--- src/rtl/audio_pkg.sv ---
// audio_pkg: constants and state encoding shared by the gain stage and its
// helpers.
//   SAMPLE_W  : default audio sample width (signed two's complement)
//   GAIN_FRAC : fractional bits of the unsigned gain word (Q8.8)
//   GAIN_W    : gain word width
//   SAT_MAX / SAT_MIN : clip limits for a 16-bit sample
//   state_e   : sequencer states of gain_stage
package audio_pkg;

   localparam int unsigned SAMPLE_W  = 16;
   localparam int unsigned GAIN_FRAC = 8;
   localparam int unsigned GAIN_W    = 16;

   localparam logic [15:0] SAT_MAX = 16'h7FFF;
   localparam logic [15:0] SAT_MIN = 16'h8000;

   typedef enum logic [1:0] {
      IDLE = 2'd0,
      MUL  = 2'd1,
      DONE = 2'd2
   } state_e;

endpackage : audio_pkg

--- src/rtl/gain_stage_edge_sync.sv ---
// edge_sync: brings an asynchronous level into the clk domain through a
// 2-flop synchronizer and emits a one-cycle pulse for every rising edge.
//   clk      : system clock
//   rst_n    : synchronous active-low reset
//   async_in : asynchronous level input
//   rise     : one-cycle pulse per rising edge of async_in (after sync)
module edge_sync (
   input  logic clk,
   input  logic rst_n,
   input  logic async_in,
   output logic rise
);

   logic sync1_q, sync1_d;
   logic sync2_q, sync2_d;
   logic sync3_q, sync3_d;

   always_comb begin
      sync1_d = async_in;
      sync2_d = sync1_q;
      sync3_d = sync2_q;
   end

   always_ff @(posedge clk) begin
      if (!rst_n) begin
         sync1_q <= 1'b0;
         sync2_q <= 1'b0;
         sync3_q <= 1'b0;
      end else begin
         sync1_q <= sync1_d;
         sync2_q <= sync2_d;
         sync3_q <= sync3_d;
      end
   end

   // sync3 only delays sync2 for edge detection; it is not a metastability stage
   assign rise = sync2_q & ~sync3_q;

endmodule : edge_sync

--- src/rtl/gain_stage.sv ---
// gain_stage: applies an unsigned Q8.8 gain to a signed ADC sample using a
// bit-serial shift-and-add multiplier (one gain bit per clk, LSB first).
//   clk          : system clock
//   rst_n        : synchronous active-low reset
//   adc_clock    : asynchronous sample strobe, one sample per rising edge
//   data_in      : signed ADC sample
//   gain         : unsigned Q8.8 gain, 0x0100 = unity
//   sample_out   : signed gained sample, held until the next result
//   sample_valid : one-cycle pulse when sample_out updates
//   busy         : high while a sample is being processed (MUL, DONE)
//   sat          : result was clipped; updates together with sample_out
//   overrun      : sticky; a strobe arrived while busy and was dropped
module gain_stage #(
   parameter int unsigned SAMPLE_W  = audio_pkg::SAMPLE_W,
   parameter int unsigned GAIN_FRAC = audio_pkg::GAIN_FRAC
) (
   input  logic                clk,
   input  logic                rst_n,
   input  logic                adc_clock,
   input  logic [SAMPLE_W-1:0] data_in,
   input  logic [15:0]         gain,
   output logic [SAMPLE_W-1:0] sample_out,
   output logic                sample_valid,
   output logic                busy,
   output logic                sat,
   output logic                overrun
);

   import audio_pkg::*;

   localparam int unsigned ACC_W = SAMPLE_W + GAIN_W;

   localparam logic [SAMPLE_W-1:0] CLIP_MAX = {1'b0, {(SAMPLE_W-1){1'b1}}};
   localparam logic [SAMPLE_W-1:0] CLIP_MIN = {1'b1, {(SAMPLE_W-1){1'b0}}};

   state_e                     state_q, state_d;
   logic [SAMPLE_W-1:0]        data_q, data_d;
   logic [GAIN_W-1:0]          gain_q, gain_d;
   logic signed [ACC_W-1:0]    acc_q, acc_d;
   logic [3:0]                 bit_q, bit_d;
   logic [SAMPLE_W-1:0]        sample_q, sample_d;
   logic                       valid_q, valid_d;
   logic                       sat_q, sat_d;
   logic                       overrun_q, overrun_d;

   logic                       rise;
   logic signed [ACC_W-1:0]    partial;
   logic signed [ACC_W-1:0]    shifted;
   logic [ACC_W-SAMPLE_W:0]    hi_bits;
   logic                       clip;

   edge_sync u_edge_sync (
      .clk      (clk),
      .rst_n    (rst_n),
      .async_in (adc_clock),
      .rise     (rise)
   );

   // Sign-extended sample moved to the weight of the current gain bit.
   assign partial = $signed({{GAIN_W{data_q[SAMPLE_W-1]}}, data_q}) <<< bit_q;

   // Arithmetic shift truncates toward negative infinity. The result fits in
   // SAMPLE_W bits only when every bit from the sample MSB upward agrees.
   assign shifted = acc_q >>> GAIN_FRAC;
   assign hi_bits = shifted[ACC_W-1:SAMPLE_W-1];
   assign clip    = !((&hi_bits) || (~|hi_bits));

   always_comb begin
      state_d   = state_q;
      data_d    = data_q;
      gain_d    = gain_q;
      acc_d     = acc_q;
      bit_d     = bit_q;
      sample_d  = sample_q;
      valid_d   = 1'b0;
      sat_d     = sat_q;
      overrun_d = overrun_q;

      // DONE also counts as busy, so a strobe on the return-to-IDLE cycle is dropped.
      if (rise && (state_q != IDLE)) begin
         overrun_d = 1'b1;
      end

      unique case (state_q)
         IDLE: begin
            if (rise) begin
               data_d  = data_in;
               gain_d  = gain;
               acc_d   = '0;
               bit_d   = '0;
               state_d = MUL;
            end
         end
         MUL: begin
            if (gain_q[bit_q]) begin
               acc_d = acc_q + partial;
            end
            if (bit_q == 4'd15) begin
               state_d = DONE;
            end else begin
               bit_d = bit_q + 4'd1;
            end
         end
         DONE: begin
            if (clip) begin
               sample_d = shifted[ACC_W-1] ? CLIP_MIN : CLIP_MAX;
            end else begin
               sample_d = shifted[SAMPLE_W-1:0];
            end
            sat_d   = clip;
            valid_d = 1'b1;
            state_d = IDLE;
         end
         default: begin
            state_d = IDLE;
         end
      endcase
   end

   always_ff @(posedge clk) begin
      if (!rst_n) begin
         state_q   <= IDLE;
         data_q    <= '0;
         gain_q    <= '0;
         acc_q     <= '0;
         bit_q     <= '0;
         sample_q  <= '0;
         valid_q   <= 1'b0;
         sat_q     <= 1'b0;
         overrun_q <= 1'b0;
      end else begin
         state_q   <= state_d;
         data_q    <= data_d;
         gain_q    <= gain_d;
         acc_q     <= acc_d;
         bit_q     <= bit_d;
         sample_q  <= sample_d;
         valid_q   <= valid_d;
         sat_q     <= sat_d;
         overrun_q <= overrun_d;
      end
   end

   assign sample_out   = sample_q;
   assign sample_valid = valid_q;
   assign busy         = (state_q != IDLE);
   assign sat          = sat_q;
   assign overrun      = overrun_q;

endmodule : gain_stage

--- config.mk ---
export PLATFORM = sky130hd
export DESIGN_NAME = gain_stage
export DESIGN_NICKNAME = d
export VERILOG_FILES = /design/src/rtl/audio_pkg.sv /design/src/rtl/gain_stage_edge_sync.sv /design/src/rtl/gain_stage.sv
export SDC_FILE = /design/constraint.sdc
export NUM_CORES = 1
export LEC_CHECK = 0
export ABC_CLOCK_PERIOD_IN_PS = 4670
export CAP_MARGIN = 10
export CORE_ASPECT_RATIO = 0.5
export CORE_MARGIN = 3
export CORE_UTILIZATION = 44
export DETAILED_ROUTE_END_ITERATION = 12
export PLACE_DENSITY = 0.65
export SYNTH_ARGS = -nofsm -noshare
export SYNTH_HDL_FRONTEND = slang
export SYNTH_HIERARCHICAL = 1
export SYNTH_SLANG_ARGS = --single-unit
--- constraint.sdc ---
create_clock -name clk -period 4.67 [get_ports clk]
set_clock_uncertainty 0.15 [all_clocks]
set_input_delay 0.7005 -clock clk [delete_from_list [all_inputs] [get_ports clk]]
set_output_delay 0.7005 -clock clk [all_outputs]
set_load 0.02 [all_outputs]
Yosys cells after proc, flatten, opt, wreduce, memory -nomap -nowiden
Cells that the tools add are included.
{"block": "totals", "regBits": 92, "output_inout_bits": 20, "wordCells": 52}
{"block": "classes", "addsub": 2, "n_lt_le_gt_ge": 1, "eq_ne": 7, "n_shift": 1, "mux": 14, "bitwise_logic": 2, "n_reduce_logical": 13}
{"op": "$mux W32", "count": 2}
{"op": "$pmux W32 S2", "count": 1}
{"op": "$add A32 B32 Y32", "count": 1}
{"op": "$mux W16", "count": 2}
{"op": "$sshl A16 B4 Y32", "count": 1}
{"op": "$reduce_and A9 Y1", "count": 1}
{"op": "$reduce_or A9 Y1", "count": 1}
{"op": "$mux W4", "count": 2}
{"op": "$ne A2 B2 Y1 const B", "count": 4}
{"op": "$pmux W4 S2", "count": 1}
{"op": "$reduce_and A3 Y1", "count": 2}
{"op": "$lt A4 B5 Y1 const B", "count": 1}
{"op": "$add A4 B1 Y4 const B", "count": 1}
{"op": "$bmux W1 S4", "count": 1}
{"op": "$eq A4 B4 Y1 const B", "count": 1}
{"op": "$mux W2", "count": 2}
{"op": "$pmux W2 S2", "count": 1}
{"op": "$reduce_and A2 Y1", "count": 2}
{"op": "$reduce_bool A2 Y1", "count": 2}
{"op": "$eq A2 B1 Y1 const B", "count": 1}
{"op": "$eq A2 B2 Y1 const B", "count": 1}
{"op": "$logic_not A1 Y1", "count": 2}
{"op": "$logic_not A2 Y1", "count": 1}
{"op": "$mux W1", "count": 2}
{"op": "4 further kinds", "count": 4}

Logic depth before layout (Yosys ltp)
{"block": "depth", "ltp_word": 4, "ltp_mapped": 18, "depth_no_buf": 16}

Hierarchy
Netlist, hierarchy kept.
{"mod": "gain_stage", "instances": 1, "cells_per_inst": 762, "area_each_um2": 5795.6}
{"mod": "edge_sync", "instances": 1, "cells_per_inst": 7, "area_each_um2": 92.6}

Worst setup path before layout
OpenSTA, ideal clock, no wires.
{"block": "synth_path", "path_type": "register to register", "startpoint": "register bit_q[1]", "endpoint": "register acc_q[31]", "arrival_ns": 3.770, "path_slack_ns": 0.677, "stages_incl_launch_ff": 18, "path_buffers": 2, "synth_period_minus_slack_ns": 3.993, "cell_sequence": "dfxtp_1 -> clkbuf_1 -> clkbuf_1 -> mux2i_1 -> nand2_1 -> o21ai_0 -> nor2_1 -> a21oi_1 -> mux2i_1 -> ha_1 -> nand2_1 -> or3_1 -> a21oi_2 -> o311ai_2 -> a211oi_1 -> nor4_1 -> or4_4 -> o211ai_2"}
{"block": "synth_between", "elab_chain_cells": 4, "word_cells_on_any_way": 8}
{"item": "from (decl)", "line_no": "gain_stage.sv:40", "text": "logic [3:0] bit_q, bit_d;"}
{"item": "from (signal assigned)", "line_no": "gain_stage.sv:136", "text": "bit_q <= bit_d;"}
{"item": "$sshl A16 B4 Y32 or $bmux W1 S4 (tied branches)", "line_no": "gain_stage.sv:60, gain_stage.sv:95"}
{"item": "$add A32 B32 Y32 or $mux W1 (tied branches)", "line_no": "gain_stage.sv:96, gain_stage.sv:95"}
{"item": "$mux W32 or $ne A2 B2 Y1 (tied branches)"}
{"item": "$pmux W32 S2 or $reduce_and A3 Y1 (tied branches)"}
{"item": "to (signal assigned)", "line_no": "gain_stage.sv:125", "text": "acc_q <= '0;"}
{"item": "to (signal assigned)", "line_no": "gain_stage.sv:135", "text": "acc_q <= acc_d;"}
{"item": "to (decl)", "line_no": "gain_stage.sv:39", "text": "logic signed [ACC_W-1:0] acc_q, acc_d;"}
Several ways; a longest one is shown, not always the timed one. The select of a mux whose other input is x is not followed.
A chain may end at the register's enable or synchronous reset.

Final worst setup path
{"block": "layout_path", "startpoint": "register bit_q[0]", "endpoint": "register acc_q[30]"}
The elaborated chain is that of the path after synthesis.

==> impl_metrics.tcl <==
set metrics [dict create \
    vias_per_cell 5.64 \
    async_reset_ff_share_pct 0 \
    synth_edf_count 0 \
    hold_depth 1 \
    pre_cts_ws_ns 0.243 \
    grt_max_degree 65 \
    r2r_end "acc_q[30]" \
    cts_made_buffers 9 \
    h-tree-depth 3 \
    ff_latch_area_um2 1840 \
    power_density_nw_per_um2 250 \
    hold_ws_ns 0.280 \
    final_util_pct 52.8 \
    clock-sinks 92 \
    crit_fanout 8 \
    mostFrequentLayoutCells "143 x nand2_1, 105 x a21oi_1, 91 x dfxtp_1" \
    root_buffer "clkbuf_16" \
    rsz0062_at_grt "false" \
    first_iter_violations 312 \
    tns_ns 0 \
    synth-seq-cells 92 \
    post_cts_resized 0 \
    postCtsHoldBufs 0 \
    p_leak_nw 2.50 \
    p_seq_share_pct 47.4 \
    synth_cell_types 69 \
    drc 0 \
    grt_pass1_vias 4946 \
    grt_use_total_pct 21.2 \
    chipWidth_um 170 \
    required_ns 4.78 \
    path_buf_inv 0 \
    yosysSeqAreaShare_pct 31.3 \
    place_hpwl_um 11300 \
    syn_avg_cell_area_um2 7.66 \
    dieHeight_um 87.8 \
    hp-class "reg2reg" \
    fin_cells 967 \
    r2r_cells 11 \
    worstSetupStartpointType "flop" \
    fmax_ghz 0.232 \
    rows 29 \
    nFillCells 1285 \
    hold_viol_final 0 \
    max_cap_viol_count 0 \
    ys.warnings.count 6 \
    clockPowerShare_pct 42.1 \
    critPathCaptureType "flop" \
    place_inst 951 \
    cts_buffer_depth 2 \
    slew_headroom_pct 28.4 \
    status "complete, no violations" \
    multiInputGateArea_um2 3760 \
    drive_gt1_share_pct 7.28 \
    cpPeakStageDelay_ns 0.55 \
    wire_per_inst_um 15.8 \
    cts_setup_buffers 0 \
    grt-ovfl-total 0 \
    syn_area_um2 5890 \
    grt_pass1_wl_um 25400 \
    gp_congestion 0.924 \
    area_growth_pct 15.5 \
    period_needed_ns 4.32 \
    antenna_left 0 \
    use_met3_pct 5.09 \
    swShare_pct 27.0 \
    peakVddDrop_uv 162 \
    setup_ws_ns 0.353 \
    slew_viol_final 0 \
    boundaryPins 55 \
    layout_commonest_cell "nand2_1" \
    period_share_pct 92.4 \
    start_util_pct 45.7 \
    clkLatencyLatePin_ns 0.35 \
    synthFlopType "dfxtp_1" \
    clk_pin_slew_ns 0.07 \
    routed_wl_um 15300 \
    crit_type "reg2reg" \
    critPathArrivalTime_ns 4.42 \
    hold-path-endpoint "u_edge_sync/sync2_q" \
    drt-pass1-iter-count 5 \
    power.internal_mw 1.24 \
    cts_tree "yes" \
    crit_chain "mux2i_1, or2_2, or3_1, fa_1, and2b_1, o2111ai_1, a211oi_1, o31ai_1, o41ai_1, or4b_1, o311ai_1" \
    p_comb_share_pct 10.5 \
    num_antenna_cells 0 \
    gr-usage-met1_pct 30.7 \
    die-area_um2 14900 \
    nets 860 \
    busiest_layer "met2" \
    p_switching_uw 459 \
    r2r_start "bit_q[0]" \
    critPathTopFamily "compound AO/OA/AOI/OAI gates" \
    finalSetupViolCount 0 \
    syn_inst 769 \
    crit_slowest_cell "dfxtp_1" \
    worstMarginPinSlew_ns 1.07 \
    syn_nets 837 \
    use_met2_pct 32.5 \
    grt_antenna_before_repair 0 \
    coreArea_um2 12900 \
    io_buffers 54 \
    rrSetupSlack_ns 0.35 \
    hp-start "u_edge_sync/sync1_q" \
    vias 5457 \
]
[how the worst max path moves through the flow]
stage / from / to / cells past startpoint
global route: bit_q[1] / acc_q[28] / 16
global placement: bit_q[1] / acc_q[31] / 14
finish: bit_q[0] / acc_q[30] / 11
CTS: bit_q[1] / acc_q[31] / 14
floorplan: bit_q[1] / acc_q[31] / 17
detailed placement: bit_q[1] / acc_q[31] / 14
[worst reg2reg max path: cells and delay by family (launching register included)]
kind	cells	cell delay, ns
muxes	1	0.16
and+or+nand+nor	4	1.41
adders and majority gates	1	0.42
DFF	1	0.55
AOI/OAI and AO/OA	5	1.53
[cell families (layout without fill, tap and decap cells)]
group / after synthesis / count (layout) / synth area share, %
and+or+nand+nor: 276 / 276 / 20.9
AOI/OAI and AO/OA: 237 / 237 / 24.2
DFF: 92 / 92 / 31.3
buffers and inverters: 70 / 98 / 4.91
muxes: 34 / 34 / 7.59
adders and majority gates: 33 / 33 / 7.14
xor gates and xnor gates: 27 / 27 / 4.02
[state kept, by name (all words and copies together), names as in the netlist]
register and cells:
overrun 1, gain_q 16, state_q 2, sample_valid 1
sample_out 16, u_edge_sync/sync3_q 1, sat 1, u_edge_sync/sync2_q 1
acc_q 32, data_q 16, bit_q 4, u_edge_sync/sync1_q 1
[per-stage QoR]
stage	instance area (um^2)	power, mW
final	6800	1.70
after global routing	6800	1.78
after CTS	6800	1.72
after detailed placement	6520	1.00
after global placement	6520	1.00
after floorplan	5890	0.936
[area by class of cell]
type | instances | area share, %
flip-flops and latches | 92 | 27.1
multi-input cells | 607 | 55.3
well taps | 170 | 3.13
inverters | 16 | 0.883
clock buffers | 9 | 3.31
clock inverters | 7 | 0.847
repair buffers | 66 | 9.46
[layer usage]
| metal | wire, um | up-vias |
|---|---|---|
| met3 | 880 | 11 |
| met4 | 139 | 0 |
| met5 | 0 | - |
| met1 | 7980 | 2527 |
| met2 | 6310 | 140 |
| li1 | - | 2779 |
[power by group through the flow]
stage	sequential [mW]	clock, mW	combinational, mW
after floorplan	0.820	0	0.116
after global placement	0.825	0	0.177
after detailed placement	0.825	0	0.178
after CTS	0.806	0.739	0.179
after global routing	0.808	0.774	0.198
final	0.807	0.716	0.179
[synth_stat cells (7+ instances only)]
master    instances  share of area (%)
xor2_1           12                1.8
buf_2             9               0.76
mux2i_1          21                3.6
mux4_2            8                3.1
nor2b_1           9               0.96
nand4_1          13                1.4
a21oi_1         105                8.9
nor3_1           12                1.0
a21o_1           11                1.4
nand3_1          13                1.1
nor2_1           54                3.4
a211oi_1          7               0.89
nand2_1         143                9.1
a31oi_1          14                1.5
ha_1             32                6.8
o211ai_1         17                2.2
inv_1            14               0.89
o21ai_0          27                2.3
xnor2_1          15                2.2
clkbuf_1         34                2.2
o21ai_1          18                1.5
buf_1             8               0.51
dfxtp_1          92                 31
Note: power is estimated with default switching activity, not from simulation.
